### config.mk
export PLATFORM = sky130hd
export DESIGN_NAME = axis_packet_arbiter_flat
export DESIGN_NICKNAME = d
export VERILOG_FILES = /design/src/rtl/axis_arb_pkg.sv /design/src/rtl/axis_packet_arbiter_if.sv /design/src/rtl/rr_priority_select.sv /design/src/rtl/axis_packet_arbiter.sv /design/src/flat_wrapper.sv
export SDC_FILE = /design/constraint.sdc
export NUM_CORES = 1
export LEC_CHECK = 0
export CELL_PAD_IN_SITES_DETAIL_PLACEMENT = 0
export CELL_PAD_IN_SITES_GLOBAL_PLACEMENT = 1
export CORE_MARGIN = 10
export CORE_UTILIZATION = 30
export DETAILED_ROUTE_END_ITERATION = 8
export PLACE_DENSITY_LB_ADDON = 0.1
export SLEW_MARGIN = 40
export SYNTH_ARGS = -nofsm -noshare
export SYNTH_HDL_FRONTEND = slang
export SYNTH_SLANG_ARGS = --single-unit
### constraint.sdc
create_clock -name clk -period 5.45 [get_ports clk]
set_input_delay 1.635 -clock clk [delete_from_list [all_inputs] [get_ports clk]]
set_output_delay 1.635 -clock clk [all_outputs]
set_load 0.02 [all_outputs]
### src/rtl/axis_arb_pkg.sv
// Shared types and constants for the AXIS packet arbiter.
// Holds the FSM state encoding and the packet counter width.
package axis_arb_pkg;

  localparam int PKT_CNT_W = 16;
  localparam logic [PKT_CNT_W-1:0] PKT_CNT_MAX = '1;

  typedef enum logic {
    IDLE = 1'b0,
    PASS = 1'b1
  } arb_state_e;

endpackage

### src/rtl/axis_packet_arbiter_if.sv
// AXI-Stream bundle for the packet arbiter.
// N slave-side streams in, one master-side stream out.
interface axis_packet_arbiter_if #(
  parameter int NUM_PORTS      = 4,
  parameter int AXIS_BYTES     = 1,
  parameter int AXIS_USER_BITS = 1
);

  logic [NUM_PORTS-1:0] axis_i_tvalid;
  logic [NUM_PORTS-1:0] axis_i_tready;
  logic [NUM_PORTS-1:0] axis_i_tlast;
  logic [NUM_PORTS-1:0] axis_i_error;
  logic [NUM_PORTS*AXIS_BYTES*8-1:0] axis_i_tdata;
  logic [NUM_PORTS*AXIS_USER_BITS-1:0] axis_i_tuser;

  logic axis_o_tvalid;
  logic axis_o_tready;
  logic axis_o_tlast;
  logic axis_o_drop;
  logic [AXIS_BYTES*8-1:0] axis_o_tdata;
  logic [AXIS_USER_BITS-1:0] axis_o_tuser;

  modport slave (
    input  axis_i_tvalid, axis_i_tlast, axis_i_error,
    input  axis_i_tdata, axis_i_tuser,
    output axis_i_tready,
    output axis_o_tvalid, axis_o_tlast, axis_o_drop,
    output axis_o_tdata, axis_o_tuser,
    input  axis_o_tready
  );

  modport master (
    output axis_i_tvalid, axis_i_tlast, axis_i_error,
    output axis_i_tdata, axis_i_tuser,
    input  axis_i_tready,
    input  axis_o_tvalid, axis_o_tlast, axis_o_drop,
    input  axis_o_tdata, axis_o_tuser,
    output axis_o_tready
  );

endinterface

### src/rtl/rr_priority_select.sv
// Round-robin pick: first requester at or after ptr, wrapping.
// Purely combinational; returns one-hot grant and its index.
module rr_priority_select #(
  parameter int NUM_PORTS = 4,
  localparam int IDX_W = $clog2(NUM_PORTS)
) (
  input  logic [NUM_PORTS-1:0] req,
  input  logic [IDX_W-1:0]     ptr,
  output logic [NUM_PORTS-1:0] gnt,
  output logic [IDX_W-1:0]     idx,
  output logic                 any
);

  function automatic logic [IDX_W-1:0] wrap_idx(
    input logic [IDX_W-1:0] p,
    input int off
  );
    int s;
    s = int'(p) + off;
    if (s >= NUM_PORTS) s = s - NUM_PORTS;
    return IDX_W'(s);
  endfunction

  logic [IDX_W-1:0] cand;

  always_comb begin
    gnt  = '0;
    idx  = '0;
    any  = 1'b0;
    cand = '0;
    for (int i = 0; i < NUM_PORTS; i++) begin
      cand = wrap_idx(ptr, i);
      if (!any && req[cand]) begin
        any       = 1'b1;
        idx       = cand;
        gnt[cand] = 1'b1;
      end
    end
  end

endmodule

### src/rtl/axis_packet_arbiter.sv
// Packet-granular round-robin AXIS arbiter, N streams to one.
// Grant is held from arbitration until the tlast handshake.
module axis_packet_arbiter
  import axis_arb_pkg::*;
#(
  parameter int AXIS_BYTES     = 1,
  parameter int AXIS_USER_BITS = 1,
  parameter int NUM_PORTS      = 4
) (
  input  logic                 clk,
  input  logic                 aresetn,
  axis_packet_arbiter_if.slave axis,
  output logic [NUM_PORTS-1:0] o_grant,
  output logic [PKT_CNT_W-1:0] o_pkt_count
);

  localparam int DW = AXIS_BYTES * 8;
  localparam int UW = AXIS_USER_BITS;
  localparam int IW = $clog2(NUM_PORTS);

  arb_state_e state;
  logic [IW-1:0] ptr;
  logic [IW-1:0] gidx;
  logic [IW-1:0] sel_idx;
  logic [IW-1:0] ptr_nxt;
  logic [NUM_PORTS-1:0] sel_gnt;
  logic sel_any;
  logic pass;
  logic last_hs;

  rr_priority_select #(
    .NUM_PORTS(NUM_PORTS)
  ) u_sel (
    .req (axis.axis_i_tvalid),
    .ptr (ptr),
    .gnt (sel_gnt),
    .idx (sel_idx),
    .any (sel_any)
  );

  assign pass = (state == PASS);

  // Data path is a pure mux on the registered owner index.
  assign axis.axis_o_tvalid = pass & axis.axis_i_tvalid[gidx];
  assign axis.axis_o_tlast  = pass & axis.axis_i_tlast[gidx];
  assign axis.axis_o_tdata  = axis.axis_i_tdata[gidx*DW +: DW];
  assign axis.axis_o_tuser  = axis.axis_i_tuser[gidx*UW +: UW];
  assign axis.axis_o_drop   = axis.axis_o_tvalid
                            & axis.axis_i_error[gidx];
  assign axis.axis_i_tready = o_grant
                            & {NUM_PORTS{axis.axis_o_tready}};

  assign last_hs = axis.axis_o_tvalid
                 & axis.axis_o_tready
                 & axis.axis_o_tlast;

  assign ptr_nxt = (gidx == IW'(NUM_PORTS - 1)) ? '0
                 : gidx + 1'b1;

  always_ff @(posedge clk or negedge aresetn) begin
    if (!aresetn) begin
      state       <= IDLE;
      ptr         <= '0;
      gidx        <= '0;
      o_grant     <= '0;
      o_pkt_count <= '0;
    end else begin
      unique case (state)
        IDLE: begin
          if (sel_any) begin
            state   <= PASS;
            o_grant <= sel_gnt;
            gidx    <= sel_idx;
          end
        end
        PASS: begin
          if (last_hs) begin
            state   <= IDLE;
            o_grant <= '0;
            ptr     <= ptr_nxt;
            if (o_pkt_count != PKT_CNT_MAX)
              o_pkt_count <= o_pkt_count + 1'b1;
          end
        end
        default: state <= IDLE;
      endcase
    end
  end

endmodule

### src/flat_wrapper.sv
// flat-port wrapper written by rule: the top's interface ports become plain ports
module axis_packet_arbiter_flat import axis_arb_pkg::*;
#(
  parameter int AXIS_BYTES     = 1,
  parameter int AXIS_USER_BITS = 1,
  parameter int NUM_PORTS      = 4
)
  (clk, aresetn, o_grant, o_pkt_count, axis_axis_i_tvalid, axis_axis_i_tlast, axis_axis_i_error, axis_axis_i_tdata, axis_axis_i_tuser, axis_axis_i_tready, axis_axis_o_tvalid, axis_axis_o_tlast, axis_axis_o_drop, axis_axis_o_tdata, axis_axis_o_tuser, axis_axis_o_tready);
  axis_packet_arbiter_if #(.NUM_PORTS(NUM_PORTS), .AXIS_BYTES(AXIS_BYTES), .AXIS_USER_BITS(AXIS_USER_BITS)) axis_i ();
  input  logic clk;
  input  logic aresetn;
  output logic [NUM_PORTS-1:0] o_grant;
  output logic [PKT_CNT_W-1:0] o_pkt_count;
  input wire logic [$bits(axis_i.axis_i_tvalid)-1:0] axis_axis_i_tvalid;
  input wire logic [$bits(axis_i.axis_i_tlast)-1:0] axis_axis_i_tlast;
  input wire logic [$bits(axis_i.axis_i_error)-1:0] axis_axis_i_error;
  input wire logic [$bits(axis_i.axis_i_tdata)-1:0] axis_axis_i_tdata;
  input wire logic [$bits(axis_i.axis_i_tuser)-1:0] axis_axis_i_tuser;
  output wire logic [$bits(axis_i.axis_i_tready)-1:0] axis_axis_i_tready;
  output wire logic [$bits(axis_i.axis_o_tvalid)-1:0] axis_axis_o_tvalid;
  output wire logic [$bits(axis_i.axis_o_tlast)-1:0] axis_axis_o_tlast;
  output wire logic [$bits(axis_i.axis_o_drop)-1:0] axis_axis_o_drop;
  output wire logic [$bits(axis_i.axis_o_tdata)-1:0] axis_axis_o_tdata;
  output wire logic [$bits(axis_i.axis_o_tuser)-1:0] axis_axis_o_tuser;
  input wire logic [$bits(axis_i.axis_o_tready)-1:0] axis_axis_o_tready;
  assign axis_i.axis_i_tvalid = axis_axis_i_tvalid;
  assign axis_i.axis_i_tlast = axis_axis_i_tlast;
  assign axis_i.axis_i_error = axis_axis_i_error;
  assign axis_i.axis_i_tdata = axis_axis_i_tdata;
  assign axis_i.axis_i_tuser = axis_axis_i_tuser;
  assign axis_axis_i_tready = axis_i.axis_i_tready;
  assign axis_axis_o_tvalid = axis_i.axis_o_tvalid;
  assign axis_axis_o_tlast = axis_i.axis_o_tlast;
  assign axis_axis_o_drop = axis_i.axis_o_drop;
  assign axis_axis_o_tdata = axis_i.axis_o_tdata;
  assign axis_axis_o_tuser = axis_i.axis_o_tuser;
  assign axis_i.axis_o_tready = axis_axis_o_tready;
  axis_packet_arbiter #(.AXIS_BYTES(AXIS_BYTES), .AXIS_USER_BITS(AXIS_USER_BITS), .NUM_PORTS(NUM_PORTS)) u_core (.clk(clk), .aresetn(aresetn), .axis(axis_i), .o_grant(o_grant), .o_pkt_count(o_pkt_count));
endmodule
==> results of run 1 <==
layout by cell type (no fill, tap or decap), drive strengths merged, types with 5 or more instances in the layout:
master         netlist  layout
clkdlybuf4s50        0      86
dfrtp               25      25
nand2               20      20
mux4                16      16
nand3               10      10
xnor2                9       9
ha                   9       9
a21oi                8       8
inv                  7       7
mux2i                7       7
nand2b               7       7
buf                  8       7
and2                 6       6
nor2                 6       6
nor4                 6       6
nand4                5       5
mux2                 5       5
power by group:
group          total, mW  switching [mW]  internal [mW]  leakage, nW
Clock              0.109          0.0571         0.0522       0.0228
Combinational      0.879           0.421          0.458        0.876
Sequential         0.331          0.0992          0.231        0.315
Total               1.32           0.577          0.742         1.21
area by class of cell:
cell class              count  area (um2)
clock buffers               4        45.0
fillers                   665        3690
inverters                   7        26.3
multi-input cells         160        1370
flip-flops and latches     25         627
well taps                  96         120
repair buffers             93         913
stage by stage:
step,utilization,power (mW)
4_1_cts,0.456,1.34
2_1_floorplan,-,0.919
6_report,0.456,1.32
3_3_place_gp,0.449,1.22
3_5_place_dp,0.450,1.22
5_1_grt,0.456,1.44
critical path, cell delays in order:
cell and delay [ns]:
sky130_fd_sc_hd__clkdlybuf4s50_1 0.41, sky130_fd_sc_hd__mux4_2 0.52, sky130_fd_sc_hd__and3_1 0.19, sky130_fd_sc_hd__clkdlybuf4s50_1 0.53
cell families after synthesis:
logic type	Yosys count
compound gates	34
xor+xnor	12
fa+ha+maj	9
buf+inv	21
flops	25
mux	28
simple gates	77
routing by layer:
layer | vias to the layer above | part of all wire | track usage
li1 | 942 | - | -
met1 | 931 | 0.51 | 0.186
met2 | 84 | 0.41 | 0.197
met5 | - | 0 | 0
met4 | 0 | 0.0023 | 0.00907
met3 | 2 | 0.076 | 0.0440
sequential cells by signal, indices dropped and copies added, names as in the netlist:
register,count
u_core.gidx,2
u_core.pass,1
u_core.ptr,2
u_core.o_grant,4
u_core.o_pkt_count,16
worst paths after layout:
path                                                       to  slack [ns]                                from  cells after the start
min in group asynchronous  u_core.o_pkt_count[10]$_DFFE_PN0P_        1.73                             aresetn                      2
setup reg to reg                   u_core.gidx[0]$_DFFE_PN0P_        2.34           u_core.ptr[1]$_DFFE_PN0P_                      6
setup / recovery                             axis_axis_o_drop        0.52               axis_axis_i_tvalid[3]                      4
max in group asynchronous          u_core.gidx[0]$_DFFE_PN0P_        3.45                             aresetn                      2
hold reg to reg            u_core.o_pkt_count[10]$_DFFE_PN0P_        0.53  u_core.o_pkt_count[10]$_DFFE_PN0P_                      1
hold / removal             u_core.o_pkt_count[10]$_DFFE_PN0P_        0.53  u_core.o_pkt_count[10]$_DFFE_PN0P_                      1
==> impl.org, run 1 <==
** Global routing
- Overflow after GRT :: 0
- Across every metal layer, demand over resource in global routing totals 0.132.
- The first global-routing pass estimated 12000 um of wire.
- Pin count of the biggest net entering global routing :: 30
- Number of global-route vias before repair :: 2064
- The number of antenna violations at the first check in global routing is 0.

** Clock network
- The number of setup buffers added after CTS is 0.
- CTS root buffer :: sky130_fd_sc_hd__clkbuf_8
- Post-cts resize count :: 0
- Clock-pin slew was measured on the worst setup and hold paths at 0.09 ns.
- CTS saw 25 sinks.
- Buffers inserted during clock tree synthesis total 3.
- TritonCTS built the clock tree.
- For the worst-skew pair, the clock arrives at the later sink with an insertion delay of 0.26 ns.
- CTS built an H-tree with a depth of 1.
- Counting along the longest clock path gives a buffer depth of 2.
- Number of buffers inserted for hold repair after clock tree synthesis :: 0

** Die
- The floorplan step set the die width to 104 um.
- For this configuration, the core starts out at a cell density of 0.308.
- The die covers 10700 um2.
- The floorplan has 30 rows.
- For this design the top-level I/O count stands at 87.
- In this run the vertical extent of the chip is 104 um.
- Area of the placeable core :: 6790 um2

** Routing
- First-pass iteration count of the detailed router :: 4
- Wire length per cell :: 18.3 um
- In the routed design, unresolved DRC markers number 0.
- Detailed-route via count :: 1959
- In this run, the number of DRC markers left after iteration 0 of detailed routing was 108.
- Routed Antenna Nets :: 0
- Avg Vias per Cell :: 5.09
- Wires add up to 7060 um.

** Synthesis
- Number of enable flip-flop cells after synthesis :: 0
- Of all cell types, the one taking the most synthesized area is sky130_fd_sc_hd__dfrtp_1.
- Measured against the total synthesized area, the mux share comes to 0.233.
- Of the total synthesized cell area, the portion taken by XOR and XNOR cells is 0.0502.
- In the synthesized netlist, the cells that appear most often are sky130_fd_sc_hd__dfrtp_1 (25), sky130_fd_sc_hd__nand2_1 (20), sky130_fd_sc_hd__mux4_2 (16).
- Syn Area/Cell :: 10.2 um2
- The number of nets handed over by synthesis was 266.
- In this run, synthesis produced a sequential element count of 25.
- Number of standard cells after synthesis :: 206
- Among all flip-flop cells after synthesis, the most frequent one is sky130_fd_sc_hd__dfrtp_1.
- Fraction of synthesized cell area taken by the top area cell type :: 0.299
- Synth area leaders :: sky130_fd_sc_hd__dfrtp_1 (30%), sky130_fd_sc_hd__mux4_2 (17%), sky130_fd_sc_hd__ha_1 (5.4%), sky130_fd_sc_hd__xnor2_1 (3.8%), sky130_fd_sc_hd__nand2_1 (3.6%)
- Most numerous cell in the Yosys netlist :: sky130_fd_sc_hd__dfrtp_1
- Proportion of synthesized chip area in sequential cells :: 0.299
- Post-synthesis share of cell area spent on and, or, nand and nor gates :: 0.199
- After synthesis, the largest family of logic cells by area is multiplexers.
- The compound-gate portion of the synthesized area was 0.118.
- Cell area after synthesis :: 2090 um2
- Counting distinct cell types in the post-synthesis netlist gives 43.
- Post-Synth Adder-Cell Area :: 0.0538
- Proportion of register bits with asynchronous set or reset after synthesis :: 1.00
- Ys Warns :: 0

** Placement
- At the end of routability-driven placement, the weighted congestion stood at 0.739.
- During placement, the flow inserted port buffers numbering 86.
- Detailed placement ended at an HPWL of 5470 um.
- Number of cells in the design after placement :: 381
- The placed instances occupy a cell area of 3050 um2.
- Timing analysis after detailed placement gives a worst setup slack of 0.512 ns.

** Critical path
- At the worst endpoint, the required time is 3.82 ns.
- Arrival time of data at the critical path endpoint :: 3.29 ns
- Along the worst path, the maximum fanout reaches 3.
- Critical path class :: in -> out
- Critical Path Sink Type :: primary output
- Kind of launch point of the worst setup path :: input pin

** Timing
- The total count of hold-check failures in the final report came to 0.
- Minimum hold slack :: 0.527 ns
- The worst path in the final design needs a cycle of 4.93 ns, including I/O delays and setup.
- For the final routed database, the setup TNS stands at 0 ns.
- Final-report setup violation count :: 0
- Slew HR :: 0.604
- Clock Skews :: 0.00133 ns
- Tightest Pin Transition :: 0.594 ns
- RSZ-0062 raised after global routing :: no
- Highest achievable clock rate :: 203 MHz
- Dividing the final minimum period by the clock period gives 0.904.
- Final Slew Violations :: 0
- Setup slack on the critical path of the routed design comes to 0.524 ns.

** Power and ir drop
- IR analysis of the VDD net gives a maximum drop of 221 uV.
- In this run the power density over the cells is 426 nW/um2.
- Summed over all cells, the static leakage comes to 1.21 nW.

** Cells and area
- The count of cells in the finished layout, fillers not included, comes to 385.
- The repair_antennas step left the layout with diodes totalling 0.
- From synthesis to final layout, the design area changed by 48.1%.
- Summing all non-filler instances in the final layout gives an area of 3100 um2.
- Number of nets in the layout :: 350
- Fraction of final layout cells with drive strength greater than 1 :: 0.111

** Hold path
- The tightest min-delay check is of the reg -> reg type.

** Status
- Result of the run :: finished clean

** Job
- Max Cap Violations :: 0
Power figures use the tool's default switching activity.
==> inputs of run 2 (changes only) <==
--- a/config.mk
+++ b/config.mk
@@ -5,13 +5,15 @@
 export SDC_FILE = /design/constraint.sdc
 export NUM_CORES = 1
 export LEC_CHECK = 0
+export CAP_MARGIN = 20
 export CELL_PAD_IN_SITES_DETAIL_PLACEMENT = 0
 export CELL_PAD_IN_SITES_GLOBAL_PLACEMENT = 1
 export CORE_MARGIN = 10
 export CORE_UTILIZATION = 30
 export DETAILED_ROUTE_END_ITERATION = 8
+export DONT_BUFFER_PORTS = 1
 export PLACE_DENSITY_LB_ADDON = 0.1
-export SLEW_MARGIN = 40
+export SLEW_MARGIN = 10
 export SYNTH_ARGS = -nofsm -noshare
 export SYNTH_HDL_FRONTEND = slang
 export SYNTH_SLANG_ARGS = --single-unit
==> impl.org, run 2 (synthesis results as in run 1) <==
** Critical path
- The largest individual stage delay along the critical path comes from the cell sky130_fd_sc_hd__mux4_2.
- The maximum cell stage delay along the critical path came to 0.49 ns (-0.04 ns).
- The peak fanout along the critical path came to 15 (+12).
- Buffer and inverter count on the worst path :: 0 (-2)
- Arrival time of data at the critical path endpoint :: 2.39 ns (-0.90 ns)
- The worst setup path is launched from an input pin.
- The worst setup path is captured at a primary output.
- The critical path data required time came to 3.82 ns (about the same).
- Critical path class :: in -> out
- Worst path cell trace :: mux4_2, and3_1
- Cell type group with the largest total delay on the critical path :: multiplexers

** Die
- Area of the placeable core :: 6790 um2 (unchanged)
- The starting utilization of the core area was 0.308 (unchanged).
- Die boundary width :: 104 um (unchanged)
- Height of the die :: 104 um (unchanged)
- The placement row count came to 30 (unchanged).
- The floorplan die area was 10700 um2 (unchanged).
- The number of I/O pins was 87 (unchanged).

** Global routing
- The wire length of the first global-routing pass came to 9580 um (-20%).
- The number of antenna violations at the first check in global routing is 0 (unchanged).
- The overall track demand over capacity in global routing is 0.110 (-0.0225).
- The pin count of the biggest net entering global routing was 30 (unchanged).
- The global-route congestion overflow total came to 0 (unchanged).
- Number of global-route vias before repair :: 1577 (-24%)

** Clock network
- The hold buffer count at cts was 0 (unchanged).
- Clock tree from TritonCTS :: built
- Number of setup buffers added after CTS :: 0 (unchanged)
- Number of clock sinks seen by CTS :: 25 (unchanged)
- Clk_lat worst skew :: 0.26 ns (about the same)
- Post-cts resize count :: 0 (unchanged)
- H-tree depth :: 1 (unchanged)
- Longest Clk Path Bufs :: 2 (unchanged)
- Number of buffers added by the clock tree synthesis step :: 3 (unchanged)
- CTS placed an instance of sky130_fd_sc_hd__clkbuf_8 at the clock tree root.
- Post-CTS clock slew at the launch and capture registers of the worst setup and hold paths :: 0.09 ns (about the same)

** Timing
- The normalized max-slew margin was 0.482 (-0.122).
- Final Slew Violations :: 0 (unchanged)
- The actual slew at the worst max-slew pin was 0.777 ns (+0.183 ns).
- The total count of hold-check failures in the final report was 0 (unchanged).
- Minimum hold slack :: 0.594 ns (+0.0666 ns)
- The period utilization is 0.738 (-0.166).
- RSZ-0062 raised after global routing :: no
- The final total negative setup slack is 0 ns (unchanged).
- Highest achievable clock rate :: 249 MHz (+22%)
- Post-layout min period :: 4.02 ns (-0.903 ns)
- Clock Skews :: 0.00666 ns (+0.00533 ns)
- The final-report setup violation count is 0 (unchanged).

** Placement
- The instance area at placement was 2150 um2 (-30%).
- The final weighted congestion in routability-driven placement was 0.776 (+5.0%).
- Count of buffers from port buffering :: 0 (-100%)
- Final HPWL DP :: 4960 um (-9.2%)

** Power and ir drop
- The overall power consumption was 1.13 mW (-15%).
- The worst vdd rail ir drop is 209 uV (-5.4%).
- LEAKAGE :: 0.857 nW (-29%)
- The power density over the cells came to 514 nW/um2 (+21%).

** Cells and area
- P&R area growth vs syn :: 4.78%
- The largest registers in the layout are u_core.o_pkt_count: 16 flops, u_core.o_grant: 4 flops.
- Number of nets in the layout :: 258 (-26%)
- Number of flip-flops under the largest register name :: 16 (unchanged)
- The total inserted antenna cells was 0 (unchanged).
- The post-route standard cell area excluding fillers came to 2190 um2 (-29%).
- The library cells used most frequently in the layout, excluding fill and tap cells, are sky130_fd_sc_hd__dfrtp_1 (25), sky130_fd_sc_hd__nand2_1 (20), sky130_fd_sc_hd__mux4_2 (16).
- Counting flops per register, the top entry is u_core.o_pkt_count.
- Most frequent standard cell in the layout excluding fill and tap cells :: sky130_fd_sc_hd__dfrtp_1
- The fraction of layout instances using a drive strength above 1 came to 0.127 (+0.0162).

** Routing
- The number of remaining DRC errors is 0 (unchanged).
- Final WL :: 6170 um (-13%)
- The via count is 1646 (-16%).
- First-pass iteration count of the detailed router :: 4 (unchanged)
- The routed length per instance came to 21.1 um (+15%).
- Avg Vias per Cell :: 5.62 (+10%)
- Starting DRC count in detailed routing :: 68 (-37%)
- The remaining number of nets flagged by the antenna check after routing came to 0 (unchanged).

** Job
- Max Cap Violations :: 0 (unchanged)

** Status
- Result of the run :: finished clean

** Hold path
- The tightest min-delay check is of the reg -> reg type.
-- run 2: changes by cell type in the layout (fill, tap and decap cells not counted) --
cell	delta
sky130_fd_sc_hd__clkdlybuf4s50_1	-86
sky130_fd_sc_hd__dfrtp_2	-1
sky130_fd_sc_hd__dfrtp_1	+1
sky130_fd_sc_hd__buf_4	-6
-- run 2: power by group --
part / leakage, nW / switching (mW) / internal (mW)
logic: 0.518 / 0.355 / 0.297
clock network: 0.0228 / 0.0562 / 0.0522
registers: 0.316 / 0.136 / 0.230
-- run 2: cell type report --
class | count | area, um2
Clock buffer | 4 | 45.0
Multi-Input combinational cell | 160 | 1370
Timing Repair Buffer | 1 | 7.51
Sequential cell | 25 | 626
Fill cell | 682 | 4600
Inverter | 7 | 26.3
Tap cell | 96 | 120
-- run 2: per-stage QoR --
stage | util | cells | worst slack [ns]
2_1_floorplan | - | 206 | 1.30
3_3_place_gp | 0.316 | 289 | 1.43
3_5_place_dp | 0.316 | 289 | 1.42
4_1_cts | 0.323 | 293 | 1.42
5_1_grt | 0.323 | 293 | 1.40
6_report | 0.323 | 293 | 1.43
-- run 2: path summary, 6_finish.rpt --
kind / slack (ns) / start / to / depth (start not counted)
min in group asynchronous: 1.05 / aresetn / u_core.o_pkt_count[14]$_DFFE_PN0P_ / 0
worst max register to register: 2.33 / u_core.ptr[1]$_DFFE_PN0P_ / u_core.gidx[0]$_DFFE_PN0P_ / 6
worst max-delay path: 1.43 / axis_axis_i_tvalid[3] / axis_axis_o_drop / 2
worst min register to register: 0.59 / u_core.pass$_DFF_PN0_ / u_core.gidx[1]$_DFFE_PN0P_ / 1
max in group asynchronous: 4.32 / aresetn / u_core.o_pkt_count[5]$_DFFE_PN0P_ / 0
worst min-delay path: 0.59 / u_core.pass$_DFF_PN0_ / u_core.gidx[1]$_DFFE_PN0P_ / 1
-- run 2: per-layer routing --
layer | global-route usage | routed length (um) | vias to the layer above
li1 | - | - | 754
met1 | 0.134 | 2670 | 798
met2 | 0.177 | 2820 | 92
met3 | 0.0483 | 656 | 2
met4 | 0.0151 | 24 | 0
met5 | 0 | 0 | -
==> inputs of run 3 (changes only) <==
==> constraint.sdc (replaced) <==
create_clock -name clk -period 4.1 [get_ports clk]
set_input_delay 1.23 -clock clk [delete_from_list [all_inputs] [get_ports clk]]
set_output_delay 1.23 -clock clk [all_outputs]
set_load 0.02 [all_outputs]
==> impl.org, run 3 (synthesis results as in run 1) <==
** Clock network
- The post-cts resize count is 0 (unchanged).
- Longest Clk Path Bufs :: 2 (unchanged)
- The hold buffer count at cts is 0 (unchanged).
- The total number of clock tree sinks is 25 (unchanged).
- Post-CTS clock slew at the launch and capture registers of the worst setup and hold paths :: 0.08 ns (about the same)
- The tree is rooted in a sky130_fd_sc_hd__clkbuf_8.
- Clock tree from TritonCTS :: built
- Number of buffers added by the clock tree synthesis step :: 3 (unchanged)
- The buffer count from post-CTS setup fixing was 0 (unchanged).
- Clk_lat worst skew :: 0.27 ns (about the same)
- The H-tree depth came to 1 (unchanged).

** Critical path
- The largest individual stage delay along the critical path comes from the cell sky130_fd_sc_hd__mux4_2.
- In this run the critical register-to-register path is launched from u_core.ptr[1]$_DFFE_PN0P_.
- Critical Path Sink Type :: primary output
- Biggest fanout along the worst timing path :: 15 (unchanged)
- The cell family contributing the most delay on the critical path is multiplexers.
- STA classifies the critical path startpoint as an input pin.
- Length in cells of the worst reg-to-reg path :: 6 (unchanged)
- Arrival time of data at the critical path endpoint :: 1.98 ns (-0.41 ns)
- The worst setup path is of the in -> out kind.
- Logic depth of the worst path, buffers included :: 2 (unchanged)
- Reg2Reg Capture Point :: u_core.gidx[0]$_DFFE_PN0P_
- Worst stage delay on the critical path :: 0.49 ns (about the same)
- Buffer and inverter count on the worst path :: 0 (unchanged)
- The signal on the critical path passes through mux4_2, and3_1.
- The internal reg-to-reg setup slack came to 0.97 ns (-1.36 ns).
- The critical path data required time was 2.87 ns (-0.95 ns).

** Placement
- Final HPWL DP :: 4910 um (-1.1%)
- Count of buffers from port buffering :: 0 (unchanged)
- The instance area at placement came to 2150 um2 (+0.35%).
- Routability Congestion :: 0.784 (+1.0%)

** Timing
- The number of max-slew violations in the final report is 0 (unchanged).
- Setup repair after global routing left no endpoint under its margin.
- TNS Setup :: 0 ns (unchanged)
- Post-layout min period :: 3.21 ns
- Derived from the worst setup path, the maximum achievable clock frequency is 311 MHz.
- Tightest Pin Transition :: 0.586 ns (-0.191 ns)
- Hold Fails Final Rpt :: 0 (unchanged)
- The final-report setup violation count came to 0 (unchanged).
- Part of the cycle the worst path needs :: 0.784
- Clock Skews :: 0.00812 ns (+0.00146 ns)
- Slew HR :: 0.608 (+0.126)

** Die
- Number of placement rows :: 30 (unchanged)
- Area of the placeable core :: 6790 um2 (unchanged)
- Starting density of the core :: 0.308 (unchanged)
- Number of I/O pins :: 87 (unchanged)
- Floorplan die area :: 10700 um2 (unchanged)
- The die width came to 104 um (unchanged).
- The height of the die is 104 um (unchanged).

** Cells and area
- P&R area growth vs syn :: 5.20%
- The flip-flop count of the largest register after layout came to 16 (unchanged).
- The largest registers in the layout are u_core.o_pkt_count: 16 flops, u_core.o_grant: 4 flops.
- The final layout net count came to 259 (+0.39%).
- The fraction of layout instances using a drive strength above 1 is 0.136 (+0.00946).
- Filler cells :: 698 (+2.3%)
- Final cell area excluding filler cells :: 2200 um2 (+0.40%)
- Register with the most flip-flops :: u_core.o_pkt_count
- The library cells used most frequently in the layout, excluding fill and tap cells, are sky130_fd_sc_hd__dfrtp_1 (25), sky130_fd_sc_hd__nand2_1 (20), sky130_fd_sc_hd__mux4_2 (16).
- The library cell used most frequently in the layout, excluding fill and tap cells, is sky130_fd_sc_hd__dfrtp_1.
- The combined area of the multi-input logic cells came to 1370 um2 (unchanged).
- Footprint of the flip-flops and latches :: 626 um2 (unchanged)
- # diodes :: 0 (unchanged)

** Global routing
- Number of antenna violations at the first check in global routing :: 0 (unchanged)
- Global-route wire length before repair :: 9690 um (+1.1%)
- Overflow after GRT :: 0 (unchanged)
- The overall track demand over capacity in global routing was 0.108 (-0.00155).
- Pin count of the biggest net entering global routing :: 29 (-3.3%)
- Number of global-route vias before repair :: 1615 (+2.4%)

** Routing
- The routed length per instance was 21.0 um (-0.36%).
- The number of detailed-routing iterations run before antenna repair came to 4 (unchanged).
- The DRC violation total after the first TritonRoute iteration came to 86 (+26%).
- The via count was 1657 (+0.67%).
- The total wire length is 6170 um (about the same).
- Routed Antenna Nets :: 0 (unchanged)
- The via count normalized by instance count is 5.64 (+0.33%).
- Post-route DRC :: 0 (unchanged)

** Hold path
- Worst Hold End :: u_core.gidx[1]$_DFFE_PN0P_
- Instance count along the most critical hold path :: 1 (unchanged)
- Class of the most critical hold timing path :: reg -> reg
- Hold path startpoint :: u_core.pass$_DFF_PN0_

** Job
- Max Cap Violations :: 0 (unchanged)

** Power and ir drop
- The worst vdd rail ir drop came to 211 uV (+0.83%).
- The total leakage power is 0.864 nW (+0.90%).
- Cell Pwr Density :: 683 nW/um2 (+33%)

** Status
- The flow ran to the end, and the final reports show no timing, DRC or antenna violations.
-- run 3: metal layers --
layer	wire length, um	vias up	GRT usage
met2	2810	101	0.171
met5	0	-	0
met4	18	0	0.0151
li1	-	754	-
met1	2660	800	0.134
met3	687	2	0.0496
-- run 3: power breakdown --
group / switching [mW] / internal [mW]
clock network: 0.0778 / 0.0680
logic: 0.494 / 0.401
registers: 0.156 / 0.306
total: 0.728 / 0.775
-- run 3: per-stage QoR --
stage | std cells | worst slack [ns] | total power [mW] | hold slack [ns] | utilization
after detailed placement | 290 | 0.882 | 1.37 | 0.565 | 0.317
final | 294 | 0.886 | 1.50 | 0.578 | 0.324
after CTS | 294 | 0.882 | 1.53 | 0.578 | 0.324
after global placement | 290 | 0.891 | 1.37 | 0.559 | 0.317
after floorplan | 206 | 0.758 | 1.22 | 0.506 | -
after global routing | 294 | 0.803 | 1.63 | 0.612 | 0.324
-- run 3: area by class of cell --
type                            instances  share of cell area
Timing Repair Buffer                    2             0.00682
Clock inverter                          1             0.00227
Tap cell                               96              0.0546
Inverter                                7              0.0119
Clock buffer                            3              0.0188
Sequential cell                        25               0.284
Multi-Input combinational cell        160               0.621
-- run 3: how the worst max path moves through the flow --
stage	from	endpoint
floorplan	axis_axis_i_tvalid[2]	axis_axis_o_drop
global placement	axis_axis_i_tvalid[3]	axis_axis_o_drop
detailed placement	axis_axis_i_tvalid[3]	axis_axis_o_drop
CTS	axis_axis_i_tvalid[3]	axis_axis_o_drop
global route	u_core.ptr[1]$_DFFE_PN0P_	u_core.gidx[0]$_DFFE_PN0P_
finish	axis_axis_i_tvalid[3]	axis_axis_o_drop
